<file path="src/rtl/rr_arb_pkg.sv">
// Shared constants for the round-robin arbiter slice.
// Holds the default requester count and lock mode used by rr_arb.
package rr_arb_pkg;

    localparam int RR_W    = 4;
    localparam bit RR_LOCK = 1'b1;

endpackage

</file>
<file path="src/rtl/rr_arb_pri.sv">
// pri: first-one detector, one-hot output of the lowest set request bit.
// Ports: i_req [W-1:0] request vector, o_gnt [W-1:0] one-hot (zero if none).
module pri
    import rr_arb_pkg::*;
#(
    parameter int W = RR_W
) (
    input  logic [W-1:0] i_req,
    output logic [W-1:0] o_gnt
);

    logic found;

    always_comb begin
        o_gnt = '0;
        found = 1'b0;
        for (int i = 0; i < W; i++) begin
            if (i_req[i] && !found) begin
                o_gnt[i] = 1'b1;
                found    = 1'b1;
            end
        end
    end

endmodule

</file>
<file path="src/rtl/rr_arb.sv">
// rr_arb: round-robin arbiter with registered grant held for a transaction.
// Ports: clk, arst_n, i_req[W], i_ack, i_last -> o_gnt[W], o_gnt_vld, o_gnt_idx.
module rr_arb
    import rr_arb_pkg::*;
#(
    parameter int W    = RR_W,
    parameter bit LOCK = RR_LOCK
) (
    input  logic                 clk,
    input  logic                 arst_n,
    input  logic [W-1:0]         i_req,
    input  logic                 i_ack,
    input  logic                 i_last,
    output logic [W-1:0]         o_gnt,
    output logic                 o_gnt_vld,
    output logic [$clog2(W)-1:0] o_gnt_idx
);

    localparam int IW = $clog2(W);

    typedef enum logic {
        IDLE,
        BUSY
    } state_t;

    state_t       state;
    logic [W-1:0] mask;
    logic [W-1:0] masked;
    logic [W-1:0] m_gnt;
    logic [W-1:0] u_gnt;
    logic [W-1:0] win;
    logic [W-1:0] win_mask;
    logic [IW-1:0] win_idx;
    logic         done;

    function automatic logic [IW-1:0] enc(input logic [W-1:0] oh);
        logic [IW-1:0] r;
        r = '0;
        for (int i = 0; i < W; i++) begin
            if (oh[i]) r |= i[IW-1:0];
        end
        return r;
    endfunction

    // Bits strictly above the winner; all-zero after the top index,
    // which hands the next pick to the unmasked path.
    function automatic logic [W-1:0] above(input logic [W-1:0] oh);
        logic [W-1:0] m;
        logic         seen;
        m    = '0;
        seen = 1'b0;
        for (int i = 0; i < W; i++) begin
            m[i] = seen;
            seen = seen | oh[i];
        end
        return m;
    endfunction

    assign masked = i_req & mask;

    pri #(.W(W)) u_pri_m (
        .i_req (masked),
        .o_gnt (m_gnt)
    );

    pri #(.W(W)) u_pri_u (
        .i_req (i_req),
        .o_gnt (u_gnt)
    );

    assign win      = (|masked) ? m_gnt : u_gnt;
    assign win_mask = above(win);
    assign win_idx  = enc(win);

    // Without lock every accepted beat ends the grant.
    assign done = (state == BUSY) && i_ack && (i_last || !LOCK);

    always_ff @(posedge clk or negedge arst_n) begin
        if (!arst_n) begin
            state     <= IDLE;
            mask      <= '1;
            o_gnt     <= '0;
            o_gnt_vld <= 1'b0;
            o_gnt_idx <= '0;
        end else begin
            unique case (state)
                IDLE: begin
                    if (|i_req) begin
                        state     <= BUSY;
                        mask      <= win_mask;
                        o_gnt     <= win;
                        o_gnt_vld <= 1'b1;
                        o_gnt_idx <= win_idx;
                    end
                end
                BUSY: begin
                    if (done) begin
                        if (|i_req) begin
                            mask      <= win_mask;
                            o_gnt     <= win;
                            o_gnt_vld <= 1'b1;
                            o_gnt_idx <= win_idx;
                        end else begin
                            state     <= IDLE;
                            o_gnt     <= '0;
                            o_gnt_vld <= 1'b0;
                            o_gnt_idx <= '0;
                        end
                    end
                end
                default: state <= IDLE;
            endcase
        end
    end

    a_ack_vld : assert property (
        @(posedge clk) disable iff (!arst_n)
        i_ack |-> o_gnt_vld
    );

    // The grantee may drop its request on the completing beat.
    a_hold_req : assert property (
        @(posedge clk) disable iff (!arst_n)
        (state == BUSY && !done) |-> ((o_gnt & ~i_req) == '0)
    );

    a_onehot : assert property (
        @(posedge clk) disable iff (!arst_n)
        $onehot0(o_gnt)
    );

    a_idx : assert property (
        @(posedge clk) disable iff (!arst_n)
        o_gnt_idx == enc(o_gnt)
    );

    a_vld : assert property (
        @(posedge clk) disable iff (!arst_n)
        o_gnt_vld == (state == BUSY)
    );

endmodule

</file>
<file path="config.mk">
export PLATFORM = sky130hd
export DESIGN_NAME = rr_arb
export DESIGN_NICKNAME = d
export VERILOG_FILES = /design/src/rtl/rr_arb_pkg.sv /design/src/rtl/rr_arb_pri.sv /design/src/rtl/rr_arb.sv
export SDC_FILE = /design/constraint.sdc
export NUM_CORES = 1
export LEC_CHECK = 0
export ABC_AREA = 1
export CAP_MARGIN = 20
export CORE_MARGIN = 2
export CORE_UTILIZATION = 45
export DETAILED_ROUTE_END_ITERATION = 8
export PLACE_DENSITY_LB_ADDON = 0.12
export SYNTH_ARGS = -nofsm -noshare
export SYNTH_HDL_FRONTEND = slang
export SYNTH_SLANG_ARGS = --single-unit
</file>
<file path="constraint.sdc">
create_clock -name clk -period 1.49 [get_ports clk]
set_input_delay 0.298 -clock clk [delete_from_list [all_inputs] [get_ports clk]]
set_output_delay 0.298 -clock clk [all_outputs]
set_load 0.005 [all_outputs]
</file>
Word-level counts from Yosys, hierarchy flattened
Index checks and enable logic that the tools add are counted.

storage, ports and cells
  input port bits = 8
  word-level logic and storage cells = 61
  bits in registers = 12
  output and inout bits = 7

operators by class
  equality and inequality tests = 2
  bitwise logic cells = 4
  reductions and logical operators = 17
  mux-type cells = 33

operator list
  operator                                                                  number
  4-bit two-way mux                                                         6
  1-bit two-way mux                                                         17
  4-bit one-hot mux with 2 select lines                                     2
  2-bit two-way mux                                                         5
  1-bit logical AND                                                         8
  4-bit OR reduction                                                        2
  1-bit logical NOT                                                         6
  4-bit bitwise AND                                                         1
  1-bit one-hot mux with 2 select lines                                     2
  2-bit one-hot mux with 2 select lines                                     1
  2-bit by 1-bit inequality test with 1-bit output (second input constant)  1
  2-bit inequality test (second input constant)                             1
  1-bit bitwise OR                                                          2
  2-bit AND reduction                                                       1
  1-bit NOT                                                                 1

Longest topological paths before layout
Gate-level depths: netlist of the first run.

  word-level depth = 18
  mapped depth = 7
  mapped depth without buffers = 7

By module
Synthesis of the first run repeated with hierarchy kept, for this count alone.

unflattened totals
  cell total of the unflattened synthesis = 101
  area total of the unflattened synthesis = 718.2 sq um

modules (own cells, without submodules)
  module  times used  area each (sq um)  seq. area each (sq um)  cells an instance
  rr_arb  1           643.1              305.3                   83
  pri     2           37.5               0.0                     9

Worst setup path after synthesis of the first run
Ideal clock, no wire load.

  path type = register to register
  start = register mask[0]
  end = register o_gnt_idx[0]
  setup slack = 413 ps
  clock period less this slack = 1077 ps
  buffers on the path = 0
  required time = 1365 ps
  arrival time = 953 ps
  stages on the path, launching flop included = 7
  library setup time = 125 ps
  path through = dfstp_2 nand2_1 nand2_1 inv_1 and3_1 nand3_2 nand3_1

on the way
  cells in the longest elaborated chain, start to end = 16
  elaborated cells between the ends (all ways) = 21
  those cells by class = 13 x mux; 1 x bitwise; 7 x reduce/logical

ends and longest elaborated chain
  element                                  line              source
  start: declaration                       rr_arb.sv:27      logic [W-1:0] mask;
  start signal: assignment                 rr_arb.sv:90      mask <= win_mask;
  start signal: assignment                 rr_arb.sv:99      mask <= win_mask;
  4-bit bitwise AND *                      rr_arb.sv:59      assign masked = i_req & mask;
  1-bit two-way mux                        rr_arb_pri.sv:18  if (i_req[i] && !found) begin
  1-bit logical NOT                        rr_arb_pri.sv:18
  1-bit logical AND                        rr_arb_pri.sv:18
  1-bit two-way mux                        rr_arb_pri.sv:18
  1-bit logical NOT                        rr_arb_pri.sv:18
  1-bit logical AND                        rr_arb_pri.sv:18
  1-bit two-way mux                        rr_arb_pri.sv:18
  1-bit logical NOT                        rr_arb_pri.sv:18
  1-bit logical AND                        rr_arb_pri.sv:18
  1-bit two-way mux                        rr_arb_pri.sv:18
  4-bit two-way mux *                      rr_arb.sv:71      assign win = (|masked) ? m_gnt : u_gnt;
  2-bit two-way mux *                      rr_arb.sv:40      if (oh[i]) r |= i[IW-1:0];
  2-bit two-way mux                        rr_arb.sv:98      if (|i_req) begin
  2-bit two-way mux                        rr_arb.sv:97      if (done) begin
  2-bit one-hot mux with 2 select lines *  rr_arb.sv:86      unique case (state)
  end signal: assignment                   rr_arb.sv:93      o_gnt_idx <= win_idx;
  end signal: assignment                   rr_arb.sv:102     o_gnt_idx <= win_idx;
  end: declaration                         rr_arb.sv:16      output logic [$clog2(W)-1:0] o_gnt_idx

Every way passes the cells marked *; elsewhere a longest branch is shown, timed or not. The select of a mux whose other input is x is not followed.
A chain may end at the register's enable or synchronous reset.

Worst setup path in the final report of the first run
  start = register o_gnt_idx[1]
  end = output o_gnt_idx[1]

No word-level cell between the ends.

==> impl_metrics.csv, run 1 <==
group,metric,value,unit
floorplan,io_pins,15,
synth,syn_area,588,um^2
synth,yosysTopAreaCell,"dfrtp_1",
finish,antenna_cells,0,
sta,worst_pin_slew,322,ps
critical_path,setup.worst_path.end_class,"primary output",
place,dp_hpwl,941,um
power_and_ir_drop,combPwrFrac,29.4,%
critical_path,ff2ff_path_depth,6,
synth,synth.distinct_cells,14,
clock_tree,htree_levels,1,
drt,wl,1240,um
global_route,grt_max_degree,13,
clock_tree,hold_buffers,0,
drt,drc,0,
power_and_ir_drop,p_sw,267,uW
clock_tree,clk_pin_slew,70,ps
sta,setup_viol,0,
sta,drv_slew,0,
clock_tree,clockBufferDepth,2,
place,portBuffers,14,
synth,synth_edf_count,0,
synth,syn_area_per_cell,8.52,um^2
finish,num-nets-final,101,
synth,synth_top_area_share,34.0,%
drt,final_antenna_net_count,0,
power_and_ir_drop,ir_drop,0.000581,V
job,maxCapViolCount,0,
place,place_area,785,um^2
clock_tree,cts_setup_buffers,0,
synth,synth_nets,77,
drt,wire_per_inst,11.5,um
power_and_ir_drop,netSwitchingFraction,29.3,%
floorplan,core_area,0.00125,mm^2
drt,drt_iter0_markers,8,
synth,async_flop_share,100,%
synth,synth_common_cells,"18 x nand2_1, 14 x nand3_1, 8 x dfrtp_1, 6 x inv_1, 6 x nor2_1",
synth,synth_xor_area_share,0,%
global_route,grt.overflow.total,0,
finish,post-route-util,64.7,%
floorplan,die_w,40.2,um
global_route,grt_use_total,19.3,%
critical_path,path_cells,"clkdlybuf4s50_1",
sta,min_period,1430,ps
power_and_ir_drop,power.internal,645,uW
critical_path,cpMaxStageDelayCell,"clkdlybuf4s50_1",
power_and_ir_drop,p_leak,0.000398,uW
critical_path,path_class,"flop to primary output",
critical_path,cpPeakStageDelay,500,ps
finish,synthToLayoutAreaGrowth,37.9,%
drt,vias,512,
synth,syn_inst,69,
power_and_ir_drop,p_seq_share,47.2,%
synth,synth_seq_cells,12,
finish,layout-drive-gt1-share,23.9,%
clock_tree,insertion_delay,270,ps
run_status,status,"complete, no violations",
power_and_ir_drop,clockPowerShare,23.4,%
global_route,grt_pass1_vias,472,
place,preCtsSetupSlack,-45.6,ps
critical_path,r2r_setup_slack,320,ps
critical_path,cpLargestDelayFamily,"buffers and inverters",
clock_tree,cts_tree,"built",
clock_tree,ctsResizeCount,0,
finish,stdcell_area,811,um^2
synth,synth_top_family_by_area,"simple AND/OR/NAND/NOR gates",
place,routabilityCongestion,0.873,
synth,yosys.area_share.simple,40.6,%
hold_path,worstHoldPathType,"primary input to asynchronous set/reset pin",
critical_path,critPathBufInv,1,
critical_path,critPathRequiredTime,1190,ps
sta,fin_crit_sh,95.9,%
synth,synthMuxAreaShare,0,%
drt,vias_per_cell,4.79,
synth,synth_seq_area_share,51.9,%
sta,hold_viol_final,0,
sta,setup_slack,60.7,ps
sta,finClkSkew,1.60,ps
clock_tree,cts_buffers,3,
power_and_ir_drop,finalPower,912,uW
critical_path,crit_fanout,2,
sta,max_freq,700,MHz
sta,grt_setup_unrepaired,"no",
synth,synth.most_common_cell,"nand2_1",
critical_path,path_depth,1,
critical_path,worstPathArrival,1130,ps
synth,synthTopCellsByArea,"dfrtp_1 34%, dfstp_2 18%, nand3_1 12%",
critical_path,critPathLaunchType,"flop",
synth,synth_adder_area_share,0,%
sta,slew_headroom,78.4,%
synth,ys_warn_count,0,
floorplan,num_rows,13,
global_route,antenna_found_initial,0,
power_and_ir_drop,power-per-cell-area,1130,mW/mm^2
drt,firstDrtPassIters,4,
floorplan,die_h,40.2,um
floorplan,start_util,47.0,%
clock_tree,clockRootBuffer,"clkbuf_4",
synth,synth_compound_area_share,2.13,%
clock_tree,clock_sinks,12,
global_route,grt_pass1_wl,1970,um
floorplan,dieArea,0.00161,mm^2
synth,ys.flop_type,"dfrtp_1",
[sequential cells by signal, summed over array words and instances, names as in the netlist]
register   cells
o_gnt_idx      2
mask           4
o_gnt_vld      1
state          1
o_gnt          4
[stage by stage]
step | hold WS (ps) | cells | TNS (ps)
after floorplan | 2.41 | 69 | 0
after detailed placement | 463 | 103 | -139
after global routing | 340 | 107 | 0
after global placement | 465 | 103 | -135
after CTS | 324 | 107 | 0
final | 320 | 107 | 0
[cell type report]
class | instances | area, um^2
multi-input cells | 50 | 251
well taps | 15 | 18.8
inverters | 7 | 31.3
clock buffers | 4 | 26.3
flip-flops and latches | 12 | 305
repair buffers | 19 | 178
fillers | 102 | 442
[layout by cell type, fill, tap and decap left out, types with 2 or more instances in the layout]
cell,netlist,final
buf_4,0,5
inv_1,6,6
nor2_1,6,6
clkdlybuf4s50_1,0,14
dfrtp_1,8,8
nand2_2,3,3
dfstp_2,4,4
nand2_1,18,18
nand3_2,3,3
nand3_1,14,14
clkbuf_4,0,3
nor2_2,2,2
[final timing paths]
kind / startpoint / to
worst max register to register: mask[0] / o_gnt_idx[1]
worst min register to register: mask[0] / mask[0]
worst min-delay path: arst_n / o_gnt_idx[1]
min in group clk: mask[0] / mask[0]
worst max-delay path: o_gnt_idx[1] / o_gnt_idx[1]
max in group asynchronous: arst_n / mask[3]
[kinds of logic (layout without fill, tap and decap cells)]
family / after synthesis / after routing
AO/OA/AOI/OAI: 2 / 2
buffers and inverters: 7 / 30
flip-flops: 12 / 12
AND/OR/NAND/NOR: 48 / 48
[power by group through the flow]
stage	Combinational, uW	Clock (uW)	Sequential [uW]
after floorplan	133	0	437
after global placement	265	0	437
after detailed placement	267	0	438
after CTS	271	218	432
after global routing	305	233	438
final	269	213	431
[metal layers]
| layer | routed length, um | track usage [%] | share of wire (%) |
|---|---|---|---|
| met1 | 553 | 22.9 | 45 |
| met4 | 5 | 8.62 | 0.40 |
| met2 | 615 | 32.3 | 50 |
| met3 | 60 | 5.00 | 4.9 |
| met5 | 0 | 0 | 0 |
(Power assumes the default switching activity.)
==> run 2, diff against run 1 <==
--- a/config.mk
+++ b/config.mk
@@ -7,8 +7,11 @@
 export LEC_CHECK = 0
 export ABC_AREA = 1
 export CAP_MARGIN = 20
+export CELL_PAD_IN_SITES_DETAIL_PLACEMENT = 2
+export CELL_PAD_IN_SITES_GLOBAL_PLACEMENT = 2
+export CORE_ASPECT_RATIO = 1.5
 export CORE_MARGIN = 2
-export CORE_UTILIZATION = 45
+export CORE_UTILIZATION = 26
 export DETAILED_ROUTE_END_ITERATION = 8
 export PLACE_DENSITY_LB_ADDON = 0.12
 export SYNTH_ARGS = -nofsm -noshare
==> run 2 against run 1 <==
Compared with the run above: cell count up 13%; first-iteration DRC count shrank 25%; fmax shrank 0.14%; clock skew rose by 5.9 ps; worst hold slack barely moved; die area grew 65%; non-clock buffer count is 6 higher; via count up 14%; critical path depth unchanged; clock power up 22%; wire length is 35% higher; largest cell class unchanged; highest routed layer unchanged.
==> impl_metrics.csv, run 2 (synthesis results as in run 1) <==
group,metric,value,unit
critical_path,cpMaxStageDelayCell,"clkdlybuf4s50_1",
critical_path,r2r-end,"o_gnt_idx[0]",
clock_tree,clockRootBuffer,"clkbuf_4",
finish,fin_cells,121,
critical_path,critPathRequiredTime,1190,ps
power_and_ir_drop,ir_drop,0.000550,V
floorplan,dieArea,0.00267,mm^2
drt,vias_per_cell,4.82,
job,maxCapViolCount,0,
critical_path,critPathBufInv,1,
global_route,grt_pass1_vias,639,
sta,grt_setup_unrepaired,"no",
power_and_ir_drop,power.internal,698,uW
place,dp_hpwl,1380,um
finish,synthToLayoutAreaGrowth,49.4,%
place,routabilityCongestion,0.764,
clock_tree,cts_setup_buffers,0,
place,place_area,840,um^2
power_and_ir_drop,power-per-cell-area,1120,mW/mm^2
finish,mostFrequentLayoutCells,"18 x nand2_1, 14 x nand3_1, 13 x clkdlybuf4s50_1",
power_and_ir_drop,clockPowerShare,26.4,%
sta,drv_slew,0,
global_route,grt_pass1_wl,2930,um
critical_path,r2r_setup_slack,240,ps
sta,slew_headroom,81.8,%
clock_tree,cts_buffers,3,
drt,drt_iter0_markers,6,
sta,setup_viol,0,
place,portBuffers,14,
finish,top_regs,"mask: 4 flops, o_gnt: 4 flops, o_gnt_idx: 2 flops",
clock_tree,clk_pin_slew,80,ps
global_route,grt_max_degree,13,
critical_path,critPathLaunchType,"flop",
drt,wl,1670,um
finish,post-route-util,40.3,%
floorplan,die_h,62.2,um
power_and_ir_drop,p_seq_share,44.6,%
power_and_ir_drop,combPwrFrac,28.9,%
run_status,status,"complete, no violations",
global_route,grt_use_total,14.0,%
clock_tree,clock_sinks,12,
drt,firstDrtPassIters,2,
sta,hold_viol_final,0,
hold_path,worstHoldPathType,"primary input to asynchronous set/reset pin",
critical_path,setup.worst_path.end_class,"primary output",
floorplan,start_util,27.0,%
finish,stdcell_area,878,um^2
sta,min_period,1430,ps
clock_tree,htree_levels,1,
critical_path,crit_start,"o_gnt_vld",
finish,antenna_cells,0,
power_and_ir_drop,finalPower,982,uW
drt,wire_per_inst,13.8,um
power_and_ir_drop,netSwitchingFraction,29.0,%
sta,setup_slack,58.7,ps
drt,vias,583,
power_and_ir_drop,p_sw,284,uW
sta,finClkSkew,7.55,ps
critical_path,worstPathArrival,1130,ps
drt,final_antenna_net_count,0,
floorplan,num_rows,21,
sta,worst_pin_slew,270,ps
clock_tree,insertion_delay,270,ps
clock_tree,clockBufferDepth,2,
critical_path,ff2ff_path_depth,6,
critical_path,crit_path_end,"o_gnt_vld",
critical_path,cpLargestDelayFamily,"buffers and inverters",
finish,layout_commonest_cell,"nand2_1",
clock_tree,cts_tree,"built",
floorplan,core_area,0.00218,mm^2
clock_tree,hold_buffers,0,
sta,fin_crit_sh,96.1,%
critical_path,crit_fanout,2,
critical_path,path_class,"flop to primary output",
floorplan,die_w,42.8,um
place,preCtsSetupSlack,-160,ps
critical_path,cpPeakStageDelay,500,ps
critical_path,rr_startpoint,"mask[0]",
place,place_inst,117,
floorplan,io_pins,15,
global_route,grt.overflow.total,0,
drt,drc,0,
finish,num-nets-final,107,
finish,layout-drive-gt1-share,29.6,%
global_route,antenna_found_initial,0,
critical_path,path_depth,1,
sta,max_freq,699,MHz
power_and_ir_drop,p_leak,0.000449,uW
critical_path,path_cells,"clkdlybuf4s50_1",
finish,fill_cells,261,
[run 2: cell types whose count changed in the layout (fill, tap and decap cells not counted), sizes merged]
cell / previous run / this run
dlymetal6s2s: 0 / 1
buf: 5 / 11
clkdlybuf4s50: 14 / 13
[run 2: power groups by stage]
stage | combinational [uW] | clock [uW] | sequential (uW)
after floorplan | 133 | 0 | 437
after global placement | 281 | 0 | 443
after detailed placement | 291 | 0 | 445
after CTS | 296 | 268 | 439
after global routing | 325 | 285 | 448
final | 284 | 260 | 438
[run 2: worst min path at each step]
stage / startpoint / cells after the start / to / slack, ps
finish: arst_n / 2 / o_gnt_vld / 320
global route: arst_n / 2 / o_gnt[0] / 330
CTS: arst_n / 2 / o_gnt_vld / 330
detailed placement: mask[0] / 2 / mask[0] / 470
global placement: mask[0] / 2 / mask[0] / 470
floorplan: arst_n / 0 / o_gnt[0] / 2
[run 2: area by class of cell]
| cell class | instances | area, um^2 | area share [%] |
|---|---|---|---|
| Clock buffer | 4 | 36.3 | 4.13 |
| Inverter | 7 | 31.3 | 3.56 |
| Multi-Input combinational cell | 50 | 251 | 28.6 |
| Sequential cell | 12 | 305 | 34.8 |
| Tap cell | 23 | 28.8 | 3.28 |
| Timing Repair Buffer | 25 | 225 | 25.6 |
[run 2: routing by layer]
metal  vias up  wire length (um)  track usage [%]
met3         2                44             1.16
li1        281                 -                -
met5         -                 0                0
met2        12               930             25.2
met1       288               681             16.9
met4         0                17             4.69
[run 2: worst reg2reg max path: stages (launching register included)]
cell and delay (ps):
dfstp_2 540, nand2_1 70, nand2_1 130, inv_1 80, and3_1 150, nand3_2 80
nand3_1 80
[run 2: metrics by stage]
stage                     hold WS (ps)  setup TNS, ps
after floorplan                   2.41              0
after global placement             465           -744
after detailed placement           466          -1120
after CTS                          325              0
after global routing               325              0
final                              320              0
[run 2: timing repair]
item | CTS | global route
resized for setup | 0 | 1
endpoints found under the setup margin | 0 | 1
endpoints found under the hold margin | 0 | 0
